===== config.mk =====
export PLATFORM = sky130hd
export DESIGN_NAME = ysyx_220053_trap_seq_flat
export DESIGN_NICKNAME = d
export VERILOG_FILES = /design/src/rtl/ysyx_220053_trap_seq_if.sv /design/src/rtl/ysyx_220053_trap_seq.sv /design/src/flat_wrapper.sv
export SDC_FILE = /design/constraint.sdc
export NUM_CORES = 1
export LEC_CHECK = 0
export CORE_AREA = 2 2 218 220
export CTS_CLUSTER_SIZE = 28
export DETAILED_ROUTE_END_ITERATION = 10
export DIE_AREA = 0 0 220 222
export MAX_ROUTING_LAYER = met4
export PLACE_DENSITY = 0.4
export SLEW_MARGIN = 20
export SYNTH_ARGS = -nofsm -noshare
export SYNTH_HDL_FRONTEND = slang
export SYNTH_SLANG_ARGS = --single-unit

===== constraint.sdc =====
create_clock -name clk -period 3.2 [get_ports clk]
set_clock_uncertainty 0.2 [all_clocks]
set_input_delay 0.96 -clock clk [delete_from_list [all_inputs] [get_ports clk]]
set_output_delay 0.96 -clock clk [all_outputs]
set_load 0.03 [all_outputs]

===== src/rtl/ysyx_220053_trap_seq_if.sv =====
// CSR trap-write strobe plus fetch redirect handshake between the trap
// sequencer (master) and the CSR file / fetch stage (slave).
interface ysyx_220053_trap_seq_if #(
    parameter int XLEN = 64
);
    logic            trap_we;
    logic [XLEN-1:0] trap_epc;
    logic [XLEN-1:0] trap_cause;
    logic            redirect_valid;
    logic [XLEN-1:0] redirect_pc;
    logic            redirect_ready;

    modport master (
        output trap_we, trap_epc, trap_cause,
        output redirect_valid, redirect_pc,
        input  redirect_ready
    );

    modport slave (
        input  trap_we, trap_epc, trap_cause,
        input  redirect_valid, redirect_pc,
        output redirect_ready
    );
endinterface


===== src/rtl/ysyx_220053_trap_seq.sv =====
// Machine-mode trap sequencer: ecall/ebreak/mret -> CSR trap write -> PC redirect.
// Optional timer interrupt entry when YSYX_220053_TRAP_TIMER_IRQ_EN is defined.
module ysyx_220053_trap_seq #(
    parameter int XLEN  = 64,
    parameter int CNT_W = 32
) (
    input  logic                 clk,
    input  logic                 rst,
    input  logic                 ecall_req,
    input  logic                 ebreak_req,
    input  logic                 mret_req,
    input  logic [XLEN-1:0]      ex_pc,
    input  logic [XLEN-1:0]      csr_mtvec,
    input  logic [XLEN-1:0]      csr_mepc,
    input  logic                 mstatus_we,
    input  logic [XLEN-1:0]      mstatus_wdata,
    input  logic                 timer_irq,
    output logic                 busy,
    output logic [XLEN-1:0]      mstatus_rd,
    output logic [CNT_W-1:0]     trap_count,
    ysyx_220053_trap_seq_if.master bus
);

    typedef enum logic [1:0] {
        IDLE   = 2'd0,
        SAVE   = 2'd1,
        VECTOR = 2'd2,
        RET    = 2'd3
    } state_t;

    localparam logic [XLEN-1:0] CAUSE_ECALL  = XLEN'(11);
    localparam logic [XLEN-1:0] CAUSE_EBREAK = XLEN'(3);
    localparam logic [XLEN-1:0] CAUSE_MTI    = {1'b1, (XLEN-1)'(7)};

    state_t          state, state_n;
    logic [XLEN-1:0] epc_q, cause_q, cause_n;
    logic            mie, mpie;
    logic            take_trap, take_mret;
    logic [CNT_W-1:0] cnt;

    // Only the MIE/MPIE bits and the aligned part of mtvec are consumed.
    logic unused_bits;
`ifdef YSYX_220053_TRAP_TIMER_IRQ_EN
    logic irq_pend;
    assign irq_pend    = timer_irq & mie;
    assign unused_bits = ^{mstatus_wdata[XLEN-1:8], mstatus_wdata[6:4],
                           mstatus_wdata[2:0], csr_mtvec[1:0]};
`else
    assign unused_bits = ^{mstatus_wdata[XLEN-1:8], mstatus_wdata[6:4],
                           mstatus_wdata[2:0], csr_mtvec[1:0], timer_irq};
`endif

    always_ff @(posedge clk) begin
        if (rst) state <= IDLE;
        else     state <= state_n;
    end

    always_comb begin
        state_n            = state;
        take_trap          = 1'b0;
        take_mret          = 1'b0;
        cause_n            = '0;
        busy               = 1'b0;
        bus.trap_we        = 1'b0;
        bus.trap_epc       = '0;
        bus.trap_cause     = '0;
        bus.redirect_valid = 1'b0;
        bus.redirect_pc    = '0;
        unique case (state)
            IDLE: begin
                if (ecall_req) begin
                    take_trap = 1'b1;
                    cause_n   = CAUSE_ECALL;
                end else if (ebreak_req) begin
                    take_trap = 1'b1;
                    cause_n   = CAUSE_EBREAK;
                end else if (mret_req) begin
                    take_mret = 1'b1;
`ifdef YSYX_220053_TRAP_TIMER_IRQ_EN
                end else if (irq_pend) begin
                    take_trap = 1'b1;
                    cause_n   = CAUSE_MTI;
`endif
                end
                if (take_trap)      state_n = SAVE;
                else if (take_mret) state_n = RET;
            end
            SAVE: begin
                busy           = 1'b1;
                bus.trap_we    = 1'b1;
                bus.trap_epc   = epc_q;
                bus.trap_cause = cause_q;
                state_n        = VECTOR;
            end
            VECTOR: begin
                busy               = 1'b1;
                bus.redirect_valid = 1'b1;
                bus.redirect_pc    = {csr_mtvec[XLEN-1:2], 2'b00};
                if (bus.redirect_ready) state_n = IDLE;
            end
            RET: begin
                busy               = 1'b1;
                bus.redirect_valid = 1'b1;
                bus.redirect_pc    = csr_mepc;
                if (bus.redirect_ready) state_n = IDLE;
            end
            default: state_n = IDLE;
        endcase
    end

    // Trap entry (SAVE) and mret both outrank a same-cycle software mstatus write.
    always_ff @(posedge clk) begin
        if (rst) begin
            epc_q   <= '0;
            cause_q <= '0;
            mie     <= 1'b0;
            mpie    <= 1'b0;
            cnt     <= '0;
        end else begin
            if (take_trap) begin
                epc_q   <= ex_pc;
                cause_q <= cause_n;
            end
            if (state == SAVE) begin
                mpie <= mie;
                mie  <= 1'b0;
                if (cnt != '1) cnt <= cnt + 1'b1;
            end else if (take_mret) begin
                mie  <= mpie;
                mpie <= 1'b1;
            end else if (mstatus_we) begin
                mie  <= mstatus_wdata[3];
                mpie <= mstatus_wdata[7];
            end
        end
    end

    always_comb begin
        mstatus_rd    = '0;
        mstatus_rd[3] = mie;
        mstatus_rd[7] = mpie;
    end

    assign trap_count = cnt;

endmodule

===== src/flat_wrapper.sv =====
// flat-port wrapper written by rule: the top's interface ports become plain ports
module ysyx_220053_trap_seq_flat 
#(
    parameter int XLEN  = 64,
    parameter int CNT_W = 32
)
  (clk, rst, ecall_req, ebreak_req, mret_req, ex_pc, csr_mtvec, csr_mepc, mstatus_we, mstatus_wdata, timer_irq, busy, mstatus_rd, trap_count, bus_trap_we, bus_trap_epc, bus_trap_cause, bus_redirect_valid, bus_redirect_pc, bus_redirect_ready);
  ysyx_220053_trap_seq_if #(.XLEN(XLEN)) bus_i ();
  input  logic clk;
  input  logic rst;
  input  logic ecall_req;
  input  logic ebreak_req;
  input  logic mret_req;
  input  logic [XLEN-1:0] ex_pc;
  input  logic [XLEN-1:0] csr_mtvec;
  input  logic [XLEN-1:0] csr_mepc;
  input  logic mstatus_we;
  input  logic [XLEN-1:0] mstatus_wdata;
  input  logic timer_irq;
  output logic busy;
  output logic [XLEN-1:0] mstatus_rd;
  output logic [CNT_W-1:0] trap_count;
  output wire logic [$bits(bus_i.trap_we)-1:0] bus_trap_we;
  output wire logic [$bits(bus_i.trap_epc)-1:0] bus_trap_epc;
  output wire logic [$bits(bus_i.trap_cause)-1:0] bus_trap_cause;
  output wire logic [$bits(bus_i.redirect_valid)-1:0] bus_redirect_valid;
  output wire logic [$bits(bus_i.redirect_pc)-1:0] bus_redirect_pc;
  input wire logic [$bits(bus_i.redirect_ready)-1:0] bus_redirect_ready;
  assign bus_trap_we = bus_i.trap_we;
  assign bus_trap_epc = bus_i.trap_epc;
  assign bus_trap_cause = bus_i.trap_cause;
  assign bus_redirect_valid = bus_i.redirect_valid;
  assign bus_redirect_pc = bus_i.redirect_pc;
  assign bus_i.redirect_ready = bus_redirect_ready;
  ysyx_220053_trap_seq #(.XLEN(XLEN), .CNT_W(CNT_W)) u_core (.clk(clk), .rst(rst), .ecall_req(ecall_req), .ebreak_req(ebreak_req), .mret_req(mret_req), .ex_pc(ex_pc), .csr_mtvec(csr_mtvec), .csr_mepc(csr_mepc), .mstatus_we(mstatus_we), .mstatus_wdata(mstatus_wdata), .timer_irq(timer_irq), .busy(busy), .mstatus_rd(mstatus_rd), .trap_count(trap_count), .bus(bus_i));
endmodule

## Word-level counts from Yosys, hierarchy flattened

Cells that the tools add are included.
W data, S select, Z words.

- Register bits: 164
- Bits of input ports: 264
- Word-level logic and storage cells: 48

- Add/subtract/negate cells: 1
- Equal/unequal tests: 6
- Mux-type cells: 27
- Reductions and logical operators: 8

Operators by type and width:

| cell | number |
|---|---|
| $mux W64 | 4 |
| $pmux W64 S2 | 1 |
| $add A32 B1 Y32 const B | 1 |
| $ne A32 B32 Y1 const B | 1 |
| $mux W1 | 17 |
| $mux W2 | 4 |
| $pmux W2 S3 | 1 |
| $eq A2 B2 Y1 const B | 2 |
| $reduce_and A2 Y1 | 2 |
| $reduce_or A2 Y1 | 2 |
| $ne A3 B3 Y1 const B | 1 |
| $reduce_bool A3 Y1 | 1 |
| $reduce_or A3 Y1 | 1 |
| $eq A2 B1 Y1 const B | 1 |
| $logic_not A2 Y1 | 1 |
| $ne A2 B1 Y1 const B | 1 |
| $reduce_bool A2 Y1 | 1 |

## Depth between registers and ports, before layout

Gate-level depths: netlist (run 1).

- Word-level depth: 7
- Mapped depth: 8
- Gate-level depth less buffers: 6

## Worst setup path before layout (run 1)

No wires, ideal clock.

- Path type: reg2out
- Start point: register u_core.state[1]
- End point: output bus_trap_cause[1]
- Data arrival time: 1,828 ps
- Setup slack: 212 ps
- Cell stages (with the launch flop): 7
- Buffers on the path: 3
- Cells stage by stage: dfxtp_1 > buf_2 > nand2b_1 > inv_1 > clkbuf_1 > and2_1 > buf_4

- Longest elaborated chain between the ends: 2

RTL lines:

| item | RTL line | text |
|---|---|---|
| start, declared | ysyx_220053_trap_seq.sv:35 | `state_t state, state_n;` |
| start signal, assigned | ysyx_220053_trap_seq.sv:55 | `else state <= state_n;` |
| $eq A2 B1 Y1 | ysyx_220053_trap_seq.sv:69 | `unique case (state)` |
| $mux W64 | ysyx_220053_trap_seq.sv:69 |  |
| end, declared | flat_wrapper.sv:25 | `output wire logic [$bits(bus_i.trap_cause)-1:0] bus_trap_cause;` |

No other way between the ends.

## Final worst setup path (run 1)

- Start point: input csr_mtvec[58]
- End point: output bus_redirect_pc[58]

- Longest elaborated chain between the ends: 1

RTL lines:

| item | RTL line | text |
|---|---|---|
| start, declared | flat_wrapper.sv:15 | `input logic [XLEN-1:0] csr_mtvec;` |
| $pmux W64 S2 | ysyx_220053_trap_seq.sv:69 |  |
| end, declared | flat_wrapper.sv:27 | `output wire logic [$bits(bus_i.redirect_pc)-1:0] bus_redirect_pc;` |

No other way between the ends.

==> results.cfg, run 1 <==
[outcome]
outcome = complete, no violations

[finish]
layout.area.seq_mm2 = 0.00205
layout-drive-gt1-share = 0.158
multi_input_area_mm2 = 0.00383
nFillCells = 5141
finalNonFillerCells = 1811
syn2layout_area_growth_pct = 60.5
layout.nets = 1458

[detailed_routing]
ant_nets = 0
vias = 6583
route.detailed.drc = 0
viasPerCell = 3.64
drt_iter0_markers = 194
drt_wl_total_um = 27600
wl_per_cell_um = 15.2
first_pass_iters = 4

[die]
ios = 555
rows = 79
core_area_mm2 = 0.0463
fp.dieH_um = 222
fp.dieW_um = 220
start_util = 0.143
floorplan.die_area_mm2 = 0.0488

[logic_synthesis]
synth_seq_cells = 102
yosysUniqueCellTypes = 44
ys_top_cells_by_area = dfxtp_1, buf_4, mux2i_1, nand2_1, a21oi_1
synthesis.area_mm2 = 0.00663
yosys_warnings = 0
yosys-top-cells-count = nand2_1, buf_4, dfxtp_1, a21oi_1, and2_1
seq_area_frac_synth = 0.308
postSynthAreaPerCell_um2 = 7.77
synth_top_cell_area_share = 0.308
synth_most_common_cell = nand2_1
netlist_instances = 853
async_flop_share = 0
yosysTopAreaCell = dfxtp_1
synth_edf_count = 0
synthFlopType = dfxtp_1

[sta]
max_freq_mhz = 317
period_share = 0.985
worstMarginPinSlew_ns = 0.555
finalMaxSlewViolations = 0
slew_headroom = 0.630
finalSetupViolations = 0
period_needed_ns = 3.15
hold_viol = 0
rsz0062_at_grt = no
setup_tns_ns = 0

[run]
maxCapViolCount = 0

[worst_setup_path]
cp.arrival_ns = 1.99
timing.rr.end = u_core.trap_count[7]
crit_type = in -> out
cp-end-kind = primary output
r2r_slack_ns = 0.67
required_ns = 2.04
cp_max_fo = 1
crit_path_end = bus_redirect_pc[58]
crit_path_start = csr_mtvec[58]
worstReg2RegStart = u_core.trap_count[0]
cp-start-kind = input port
r2r_cells = 7

[clocking]
cts_htree_levels = 3
clkTransAtPathRegs_ns = 0.08
holdBufCountCts = 0
cts_sinks = 102
cts_tree = done
cts_inserted_buffers = 9
clockBufferDepth = 2
worst_skew_pair.late_latency_ns = 0.37
clockRootBuffer = clkbuf_16

[global_route]
grt-ovfl-total = 0
grt_start_max_net_pins = 66
grt_pass1_vias = 6296
antenna_found_initial = 9
grt.total_usage = 0.109
grt_first_pass_wirelength_um = 38700

[placed_design]
hpwlAfterDp_um = 21700
dp_cells = 1789
io_buffers = 366
routabilityCongestion = 0.745

[hold_path]
hold_class = reg -> reg

[pwr]
ir_drop_v = 0.000203
p_per_area_mw_per_mm2 = 390
p_leak_nw = 4.26
==> logic make-up after synthesis <==
kind of cell,Yosys count,synth area share
and+or+nand+nor,363,0.287
other,1,0.000566
buffers and inverters,188,0.188
xor gates and xnor gates,4,0.00529
adders and majority gates,1,0.00189
muxes,67,0.101
AOI/OAI and AO/OA,127,0.108
DFF,102,0.308
==> layout make-up <==
class / count / area share
Antenna cell: 6 / 0.00141
Clock buffer: 9 / 0.0212
Clock inverter: 7 / 0.00752
Inverter: 6 / 0.00212
Multi-Input combinational cell: 685 / 0.360
Sequential cell: 102 / 0.192
Tap cell: 607 / 0.0714
Timing Repair Buffer: 389 / 0.345
==> worst min-delay path by stage <==
stage	from	endpoint	slack, ns	cells past startpoint
floorplan	u_core.cause_q[1]	u_core.cause_q[1]	0.23	2
global placement	u_core.epc_q[33]	u_core.epc_q[33]	0.24	2
detailed placement	u_core.epc_q[0]	u_core.epc_q[0]	0.24	2
CTS	u_core.epc_q[0]	u_core.epc_q[0]	0.25	2
global route	u_core.epc_q[63]	u_core.epc_q[63]	0.27	2
finish	u_core.epc_q[45]	u_core.epc_q[45]	0.25	2
==> metal layers <==
metal | part of all wire | GRT usage | vias to the layer above
li1 | - | - | 3281
met1 | 0.39 | 0.114 | 3021
met5 | 0 | - | -
met3 | 0.079 | 0.0267 | 22
met2 | 0.52 | 0.196 | 259
met4 | 0.017 | 0.0411 | 0
==> critical path, stage by stage <==
cell,delay [ns]
clkdlybuf4s50_1,0.42
mux2i_2,0.26
buf_4,0.17
nor2b_2,0.04
buf_12,0.13
==> placed cells by master, fill, tap and decap left out, drive strengths merged, types with 4 or more instances in the layout <==
cell type        n
nor2b           63
a21oi           93
nor2            17
clkbuf           9
and3             9
or4             13
diode            6
nand2b           4
nand2          145
and4             8
inv              9
mux2i           66
o31ai           15
dfxtp          102
o21ai           11
and2            67
buf            156
clkdlybuf4s50  233
or3             10
conb           123
nand4           11
nand3           10
==> sequential cells by signal, indices dropped and copies added, names as in the netlist <==
name	flops
u_core.cause_q	2
u_core.epc_q	64
u_core.mie	1
u_core.mpie	1
u_core.state	2
u_core.trap_count	32
==> report_power, final <==
part	switching, mW	internal [mW]
Clock	0.583	0.618
Sequential	0.0566	1.36
Combinational	0.896	0.632
Total	1.54	2.61
==> metrics by stage <==
step	setup WS (ns)	power, mW	area [um^2]	hold WS [ns]	util
6_report	0.0473	4.15	10600	0.251	0.230
5_1_grt	0.0266	4.40	10600	0.269	0.230
4_1_cts	0.0136	4.26	10600	0.254	0.230
3_5_place_dp	-0.0438	3.00	10300	0.242	0.223
3_3_place_gp	-0.0567	2.99	10300	0.238	0.223
2_1_floorplan	0.212	2.44	7090	0.232	-
==> repair_timing <==
item                                    4_1_cts  5_1_grt
endpoints found under the setup margin        1        1
pin swaps                                     0        0
buffers inserted                              0        0
resized for setup                             2        1
No activity file was read; power rests on OpenSTA's default activity.
==> inputs of run 2 (changes only) <==
- ABC_AREA: default -> 1
- CORE_AREA: 2 2 218 220 -> 2 2 219 221
- DIE_AREA: 0 0 220 222 -> 0 0 221 223
- SLEW_MARGIN: 20 -> 5
==> run 2 against run 1 <==
First-iteration DRC count up 46%. Register-to-register slack gained 0.13 ns. Synthesized area grew 0.70%. Via count grew 10%. Largest cell class is now buffers. Largest power group unchanged.
==> results.cfg, run 2 <==
[clocking]
ctsResizeCount = 58
clockBufferDepth = 2
cts_sinks = 102
clkTransAtPathRegs_ns = 0.07
clockRootBuffer = clkbuf_16
cts_tree = done
worst_skew_pair.late_latency_ns = 0.39
holdBufCountCts = 0
post-cts-setup-buffers = 0
cts_htree_levels = 3
cts_inserted_buffers = 9

[worst_setup_path]
required_ns = 2.04
crit_path_end = bus_redirect_pc[63]
cp_top_family = buffers and inverters
cp_max_fo = 1
crit_chain = clkdlybuf4s50_1, nand3_1, nand2_1, buf_12
crit_path_top_delay_cell = clkdlybuf4s50_1
path_buf_inv = 2
r2r_slack_ns = 0.80
crit_type = in -> out
worstReg2RegStart = u_core.trap_count[0]
cp-end-kind = primary output
cp.arrival_ns = 1.95
crit_path_start = csr_mepc[63]
critPathMaxStageDelay_ns = 0.47
timing.rr.end = u_core.trap_count[2]
r2r_cells = 9
worst-path-stages = 4
cp-start-kind = input port

[pwr]
switchingPower_mw = 1.76
comb_power_share = 0.392
p_leak_nw = 4.70
power.share.switching = 0.408
internal-power_mw = 2.55
p_per_area_mw_per_mm2 = 405
clkPwrFrac = 0.275
ir_drop_v = 0.000455
p_seq_frac = 0.333

[sta]
finalSetupViolations = 0
setup_tns_ns = 0
finalMaxSlewViolations = 0
max_freq_mhz = 322
hold_viol = 0
rsz0062_at_grt = no
worstMarginPinSlew_ns = 0.632
period_share = 0.971
whs_ns = 0.254
slew_headroom = 0.579
fin_ws_ns = 0.0920
period_needed_ns = 3.11

[finish]
final_core_util = 0.226
regMostFlops = u_core.epc_q
mostFrequentLayoutCells = clkdlybuf4s50_1, nand3_1, nand2_1
layout_commonest_cell = clkdlybuf4s50_1
layout.nets = 1630
largest_register_ffs = 64
layout-drive-gt1-share = 0.0927
syn2layout_area_growth_pct = 59.5
finalNonFillerCells = 1987

[global_route]
grt-ovfl-total = 0
grtUsageMet1 = 0.127
use_met3 = 0.0400
grt_first_pass_wirelength_um = 39100
top_usage_layer = met2
antenna_found_initial = 2
grt_start_max_net_pins = 128
met2_usage = 0.164
grt_pass1_vias = 6902
grt.total_usage = 0.105

[placed_design]
routabilityCongestion = 0.767
hpwlAfterDp_um = 19800
post-place-ws_ns = 0.109
io_buffers = 366
dp_cells = 1969

[die]
ios = 555
floorplan.die_area_mm2 = 0.0493
core_area_mm2 = 0.0471
rows = 80
start_util = 0.142
fp.dieW_um = 221
fp.dieH_um = 223

[logic_synthesis]
postSynthAreaPerCell_um2 = 6.39
yosysTopAreaCell = dfxtp_1
seq_area_frac_synth = 0.306
synthFlopType = dfxtp_1
yosys_warnings = 0
yosys-top-cells-count = nand3_1, nand2_1, nor2_1, buf_4, dfxtp_1
netlist_instances = 1045
ys_top_cells_by_area = dfxtp_1, buf_4, nand3_1, nand2_1, nor2_1
synth_top_cell_area_share = 0.306
synthesis.area_mm2 = 0.00668
yosysUniqueCellTypes = 27
synth_seq_cells = 102
async_flop_share = 0
synth_edf_count = 0
synth_most_common_cell = nand3_1

[detailed_routing]
ant_nets = 0
drt_iter0_markers = 284
route.detailed.drc = 0
viasPerCell = 3.66
wl_per_cell_um = 13.1
vias = 7268
drt_wl_total_um = 26100
first_pass_iters = 7

[hold_path]
hold_class = reg -> reg
worstHoldStart = u_core.epc_q[49]

[run]
maxCapViolCount = 0

[outcome]
outcome = complete, no violations
-- run 2: cell types whose count changed in the layout (fill, tap and decap cells not counted), moves of 8 or more --
| cell | change |
|---|---|
| and2_1 | -67 |
| and3_1 | -8 |
| buf_4 | -72 |
| dlygate4sd2_1 | +58 |
| inv_1 | +94 |
| mux2i_1 | -63 |
| nand3_1 | +144 |
| nor2_1 | +125 |
| nor2b_1 | -61 |
| o21ai_0 | +57 |
| o31ai_1 | -14 |
| or3_1 | -10 |
| or4_1 | -12 |
-- run 2: kinds of logic after synthesis --
group,share of synthesized area
xor gates and xnor gates,0.00131
AOI/OAI and AO/OA,0.124
and+or+nand+nor,0.317
other,0.000562
adders and majority gates,0.00187
buffers and inverters,0.246
DFF,0.306
muxes,0.00300
-- run 2: area by class of cell --
| cell class | instances | area (um^2) |
|---|---|---|
| clock buffers | 9 | 225 |
| well taps | 615 | 769 |
| multi-input cells | 769 | 3450 |
| repair buffers | 379 | 3660 |
| flip-flops and latches | 102 | 2050 |
| fillers | 5367 | 36500 |
| diodes | 2 | 5.00 |
| inverters | 104 | 392 |
| clock inverters | 7 | 86.3 |
-- run 2: how the worst min path moves through the flow --
stage          depth (start not counted)  slack, ns          endpoint
5_1_grt                                2       0.27  u_core.epc_q[34]
3_5_place_dp                           2       0.25  u_core.epc_q[19]
4_1_cts                                2       0.26  u_core.epc_q[49]
2_1_floorplan                          2       0.23  u_core.epc_q[58]
3_3_place_gp                           2       0.24  u_core.epc_q[62]
6_report                               2       0.25  u_core.epc_q[49]
-- run 2: power by group through the flow --
stage	sequential (mW)	clock [mW]	combinational, mW
2_1_floorplan	1.46	0	1.14
3_3_place_gp	1.47	0	1.73
3_5_place_dp	1.47	0	1.74
4_1_cts	1.44	1.27	1.71
5_1_grt	1.45	1.29	1.83
6_report	1.44	1.19	1.69
-- run 2: worst min-delay path, stage by stage, from the launching register on --
cell and delay, ns:
dfxtp_1 0.30, inv_1 0.06, a21oi_1 0.05
-- run 2: routing by layer --
metal | share of wire | up-vias
met2 | 0.47 | 244
li1 | - | 3737
met5 | 0 | -
met1 | 0.44 | 3273
met4 | 0.0090 | 0
met3 | 0.076 | 14
-- run 2: through the flow --
stage / cell area, um^2 / power [mW]
after floorplan: 7130 / 2.60
after global placement: 10400 / 3.20
after detailed placement: 10400 / 3.20
after CTS: 10600 / 4.42
after global routing: 10600 / 4.57
final: 10600 / 4.31
